[config.mk]
export PLATFORM = sky130hd
export DESIGN_NAME = alu_result_stage
export DESIGN_NICKNAME = d
export VERILOG_FILES = /design/src/rtl/alu_result_stage_pkg.sv /design/src/rtl/alu_result_stage_flag_gen.sv /design/src/rtl/alu_result_stage.sv
export SDC_FILE = /design/constraint.sdc
export NUM_CORES = 1
export LEC_CHECK = 0
export ABC_AREA = 1
export BUFFER_PORTS_ARGS = -buffer_cell sky130_fd_sc_hd__buf_2
export CAP_MARGIN = 20
export CORE_MARGIN = 2
export CORE_UTILIZATION = 50
export DETAILED_ROUTE_END_ITERATION = 7
export PLACE_DENSITY_LB_ADDON = 0.05
export SLEW_MARGIN = 20
export SYNTH_ARGS = -nofsm -noshare
export SYNTH_HDL_FRONTEND = slang
export SYNTH_SLANG_ARGS = --single-unit
[constraint.sdc]
create_clock -name clk -period 2.3 [get_ports clk]
set_clock_uncertainty 0.2 [all_clocks]
set_input_delay 0.46 -clock clk [delete_from_list [all_inputs] [get_ports clk]]
set_output_delay 0.46 -clock clk [all_outputs]
set_load 0.05 [all_outputs]
[src/rtl/alu_result_stage_pkg.sv]
// rtl/alu_result_stage_pkg.sv - shared state encoding, flag positions and opcode codes
package alu_result_stage_pkg;

  typedef enum logic [1:0] {
    EMPTY = 2'b00,
    ONE   = 2'b01,
    FULL  = 2'b10
  } state_t;

  localparam int FLAG_N = 3;
  localparam int FLAG_Z = 2;
  localparam int FLAG_C = 1;
  localparam int FLAG_V = 0;

  localparam logic [2:0] SEL_ADD = 3'b000;
  localparam logic [2:0] SEL_SUB = 3'b001;

  function automatic logic is_arith(input logic [2:0] sel);
    return (sel == SEL_ADD) || (sel == SEL_SUB);
  endfunction

endpackage

[src/rtl/alu_result_stage_flag_gen.sv]
// rtl/alu_result_stage_flag_gen.sv - combinational {N,Z,C,V} flag generation
module alu_flag_gen
  import alu_result_stage_pkg::*;
#(
  parameter int WIDTH = 32
) (
  input  logic [WIDTH-1:0] result,
  input  logic [2:0]       sel,
  input  logic             carry,
  input  logic             ovf,
  output logic [3:0]       flags
);

  always_comb begin
    flags         = '0;
    flags[FLAG_N] = result[WIDTH-1];
    flags[FLAG_Z] = (result == '0);
    // Carry and overflow only carry meaning for adder operations.
    if (is_arith(sel)) begin
      flags[FLAG_C] = carry;
      flags[FLAG_V] = ovf;
    end
  end

endmodule

[src/rtl/alu_result_stage.sv]
// rtl/alu_result_stage.sv - two-entry skid buffer capturing ALU result, opcode tag and flags
module alu_result_stage
  import alu_result_stage_pkg::*;
#(
  parameter int WIDTH = 32
) (
  input  logic             clk,
  input  logic             rst_n,
  input  logic             in_valid,
  output logic             in_ready,
  input  logic [WIDTH-1:0] in_result,
  input  logic [2:0]       in_sel,
  input  logic             in_carry,
  input  logic             in_ovf,
  input  logic             flush,
  output logic             out_valid,
  input  logic             out_ready,
  output logic [WIDTH-1:0] out_result,
  output logic [2:0]       out_sel,
  output logic [3:0]       out_flags
);

  state_t           state;
  state_t           state_next;
  logic [WIDTH-1:0] ent_result [2];
  logic [2:0]       ent_sel    [2];
  logic [3:0]       ent_flags  [2];
  logic             head;
  logic             tail;
  logic [3:0]       in_flags;
  logic             push;
  logic             pop;

  alu_flag_gen #(.WIDTH(WIDTH)) u_flag_gen (
    .result (in_result),
    .sel    (in_sel),
    .carry  (in_carry),
    .ovf    (in_ovf),
    .flags  (in_flags)
  );

  // Handshake decoded from registered state only, so in_ready never depends on out_ready.
  assign in_ready  = (state == EMPTY) || (state == ONE);
  assign out_valid = (state == ONE) || (state == FULL);
  assign push      = in_valid & in_ready;
  assign pop       = out_valid & out_ready;

  assign out_result = ent_result[head];
  assign out_sel    = ent_sel[head];
  assign out_flags  = ent_flags[head];

  always_comb begin
    state_next = state;
    case (state)
      EMPTY:   if (push) state_next = ONE;
      ONE: begin
        if (push && !pop)      state_next = FULL;
        else if (pop && !push) state_next = EMPTY;
      end
      FULL:    if (pop) state_next = ONE;
      default: state_next = EMPTY;
    endcase
    if (flush) state_next = EMPTY;
  end

  always_ff @(posedge clk or negedge rst_n) begin
    if (!rst_n) begin
      state         <= EMPTY;
      head          <= 1'b0;
      tail          <= 1'b0;
      ent_result[0] <= '0;
      ent_result[1] <= '0;
      ent_sel[0]    <= '0;
      ent_sel[1]    <= '0;
      ent_flags[0]  <= '0;
      ent_flags[1]  <= '0;
    end else begin
      state <= state_next;
      if (flush) begin
        head <= 1'b0;
        tail <= 1'b0;
      end else begin
        if (push) begin
          ent_result[tail] <= in_result;
          ent_sel[tail]    <= in_sel;
          ent_flags[tail]  <= in_flags;
          tail             <= ~tail;
        end
        if (pop) head <= ~head;
      end
    end
  end

endmodule

After elaboration in Yosys (flattened, before gate mapping)
Index checks and enable logic that the tools add are counted.

Word-level logic and storage cells: 69. Register bits after elaboration: 82. Output and inout bits: 41.

Bitwise operators: 7. Reduce and logical (&&, ||, !) cells: 15. Eq/ne operators: 6. Order comparisons: 3. Mux-type cells: 29.

Operators with widths (count): $mux 32 (4); $bwmux 64 (1); $demux 32 s1 (1); $logic_not 32->1 (1); $mux 4 (4); $mux 2 (6); $mux 3 (4); $bwmux 8 (1); $bwmux 6 (1); $ne 3x3->1 const B (2); $pmux 2 s3 (1); $demux 4 s1 (1); $ge 2x2->1 const B (2); $mux 1 (4); $ne 4x2->1 const B (1); $not 1->2 (2); $reduce_bool 2->1 (2); $demux 3 s1 (1); $eq 3x1->1 const B (1); $logic_and 1x1->1 (3); $logic_not 3->1 (1); $logic_or 1x1->1 (3); $not 1->1 (3); $reduce_and 3->1 (1); 7 further kinds (9).

Logic depth before layout (Yosys ltp)
Word-level depth: 9. Mapped depth: 10. Depth with buffers taken out: 10.

Hierarchy
From an unflattened synthesis, not the netlist that was laid out.

Cells, all modules: 491. Area, all modules: 3827.4 um^2.

Modules (own cells, without submodules): alu_result_stage (area an instance 3688.5 um^2, sequential area each 2052.0 um^2, times used 1, cells an instance 457); alu_flag_gen (area an instance 138.9 um^2, sequential area each 0.0 um^2, times used 1, cells an instance 34).

Worst setup path after synthesis
Ideal clock, no wire load.

Kind: reg2out. From: reg head. To: out out_flags[0]. Required time: 1640 ps. Cell stages (with the launch flop): 4. Arrival time: 1773 ps. Setup slack: -133 ps. Path buffers: 2. Cells stage by stage: dfrtp_1 > clkbuf_1 > clkbuf_1 > o21ai_0.

Word-level cells in the longest chain between the ends: 4.

Ends and longest elaborated chain: from (decl) (line alu_result_stage.sv:28) `logic head;`; from (signal assigned) (line alu_result_stage.sv:89) `if (pop) head <= ~head;`; $not 1->2 (implied by the code) (line alu_result_stage.sv:50) `assign out_flags = ent_flags[head];`; $mux 4 (implied by the code) (3 in a row) (line alu_result_stage.sv:50); to (decl) (line alu_result_stage.sv:20) `output logic [3:0] out_flags`.

Every way passes these cells. The select of a mux whose other input is x is not followed.

Worst setup path in the final report
From: reg head. To: out out_flags[1].

The elaborated chain is that of the path after synthesis.

==> metrics.yaml <==
avgSynthCellArea_um2: 8.34
hold_viol: 0
netlist_instances: 486
dieHeight_um: 94.1
min_path_cells: 3
ys_ff_latch: 80
cts_tree: "done"
ant_nets: 0
antenna_cells: 0
finalCritPeriodShare: 0.952
synth_nets: 533
drv_slew: 0
postLayoutSetupSlackWorst_ns: 0.109
arrival_ns: 1.53
start_util: 0.519
track_usage: 0.202
critPathKind: "reg -> out"
fin_area_um2: 4710
synth_edf_count: 0
synth_common_cells: "nand2_1, dfrtp_1, o21ai_2"
synthDistinctLibCells: 19
run_status: "completed"
dr.pass1.iters: 5
fmax_mhz: 457
r2r-start: "state[1]"
r2r_setup_slack_ns: 0.27
final_nets: 610
finalSetupViolations: 0
cp-startpoint: "head"
powerDensity_nw_per_um2: 1530
synth_fa_ha_area_frac: 0.0154
cts_setup_buffers: 0
min_from: "in_result[13]"
dp.cells: 653
dp_hpwl_mm: 5.48
rows: 32
cts_buffers: 9
ys_warn_count: 0
yosys.area_share.simple: 0.246
gp_congestion: 0.771
final_cells: 668
ys.flop_type: "dfrtp_1"
synth_compound_area_frac: 0.149
yosysTopAreaCell: "dfrtp_1"
synth_seq_area_share: 0.494
post-route-util: 0.603
synth_xor_area_frac: 0
max-vdd-ir-drop_mv: 0.643
drive_above_1_share: 0.297
place_area_um2: 4480
cap_viol_max_count: 0
routed_wl_mm: 8.31
drc: 0
min_period_ns: 2.19
h-tree-depth: 3
cts_buffer_depth: 2
core_um2: 7810
synthMuxAreaShare: 0
io_pins: 83
clock_latency_ns: 0.34
synth_top_family_by_area: "simple AND/OR/NAND/NOR gates"
setup.worst_path.start_class: "register"
synth_area_um2: 4060
crit_fanout: 27
reg2reg_depth: 10
synthTopCellsByArea: "dfrtp_1, nand2_1, o21ai_2, inv_1, buf_6"
grt_pass1_vias: 3047
setup.worst_path.end_class: "output port"
synth_top_area_frac: 0.494
area_growth_syn_to_layout_pct: 16.1
wire_per_inst_um: 12.4
synth_most_common_cell: "nand2_1"
hold_path_class: "in -> reg"
fp.dieW_um: 94.1
drt_iter0_drc: 175
grt_start_max_net_pins: 74
pre_cts_slack_ns: 0.150
grt_pass1_wl_mm: 13.9
antenna_found_initial: 0
io_buffers: 82
clkTransAtPathRegs_ns: 0.08
relSlewSlack: 0.606
cts_sinks: 80
p_leak_nw: 2.61
die-area_um2: 8850
grt_overflow: 0
viasPerCell: 4.70
root_buffer: "clkbuf_8"
min_to: "ent_result[45]"
vias: 3141
tightest_slew_ns: 0.590
synth_async_sr_flop_share: 1.00
setup_tns_ns: 0
r2r-end: "ent_result[47]"
cp.required_ns: 1.64
rsz0062_at_grt: "no"
-- final cells by class --
| cell class | instances | area, um^2 |
|---|---|---|
| clock buffer | 10 | 138 |
| clock inverter | 4 | 70.1 |
| fill | 739 | 3100 |
| inverter | 49 | 191 |
| multi-input combinational | 333 | 1660 |
| sequential | 80 | 2000 |
| tap | 102 | 128 |
| timing repair buffer | 90 | 517 |
-- how the worst max path moves through the flow --
stage                                 to  depth (start not counted)
after global routing        out_flags[1]                          4
after CTS                   out_flags[3]                          5
final                       out_flags[1]                          3
after detailed placement   ent_result[9]                          9
after floorplan             out_flags[0]                          3
after global placement    ent_result[16]                          9
-- state kept, by name, indices dropped and copies added (netlist names) --
register / flops
head: 1
ent_sel: 6
ent_result: 64
ent_flags: 6
tail: 1
state: 2
-- through the flow --
step           power [mW]  hold WS (ns)
3_3_place_gp         6.07         0.246
2_1_floorplan        5.39       -0.0356
5_1_grt              7.71         0.182
6_report             7.21         0.190
4_1_cts              7.27         0.171
3_5_place_dp         6.14         0.247
-- critical path, cell delays in order (launching register included) --
cell and delay (ns):
dfrtp_1 0.40, buf_4 0.25, o21ai_0 0.24, buf_2 0.30
-- layer usage --
metal / global-route usage / wire, um
met1: 0.278 / 4160
met4: 0.0700 / 80
met5: 0 / 0
met2: 0.320 / 3730
met3: 0.0385 / 347
-- kinds of logic after synthesis --
kind of cell,Yosys count
DFF,80
AOI/OAI and AO/OA,77
and+or+nand+nor,251
buffers and inverters,73
adders and majority gates,5
-- cells in the final DEF, fill, tap and decap left out --
| master | count |
|---|---|
| nand3_1 | 5 |
| o21ai_2 | 58 |
| clkinv_2 | 2 |
| buf_12 | 3 |
| o21ai_1 | 12 |
| buf_4 | 4 |
| buf_6 | 1 |
| inv_4 | 1 |
| nand2_4 | 2 |
| inv_2 | 1 |
| clkbuf_8 | 10 |
| inv_1 | 46 |
| dfrtp_1 | 80 |
| inv_6 | 1 |
| nand2_1 | 215 |
| ha_1 | 5 |
| dlygate4sd3_1 | 1 |
| o21ai_0 | 6 |
| nor3_4 | 2 |
| bufinv_16 | 2 |
| buf_2 | 81 |
| nor2_1 | 25 |
| nor3b_1 | 2 |
| a21oi_1 | 1 |
-- what timing repair did --
| item | CTS | global route |
|---|---|---|
| hold buffers | 1 | 0 |
| endpoints found under the setup margin | 0 | 29 |
| resized for setup | 0 | 2 |
| hold endpoints to repair | 32 | 0 |
-- power breakdown --
part           internal (mW)  switching [mW]
Clock                  0.626           0.489
Combinational          0.998            2.73
Sequential              2.04           0.329
Note: power is estimated with default switching activity, not from simulation.
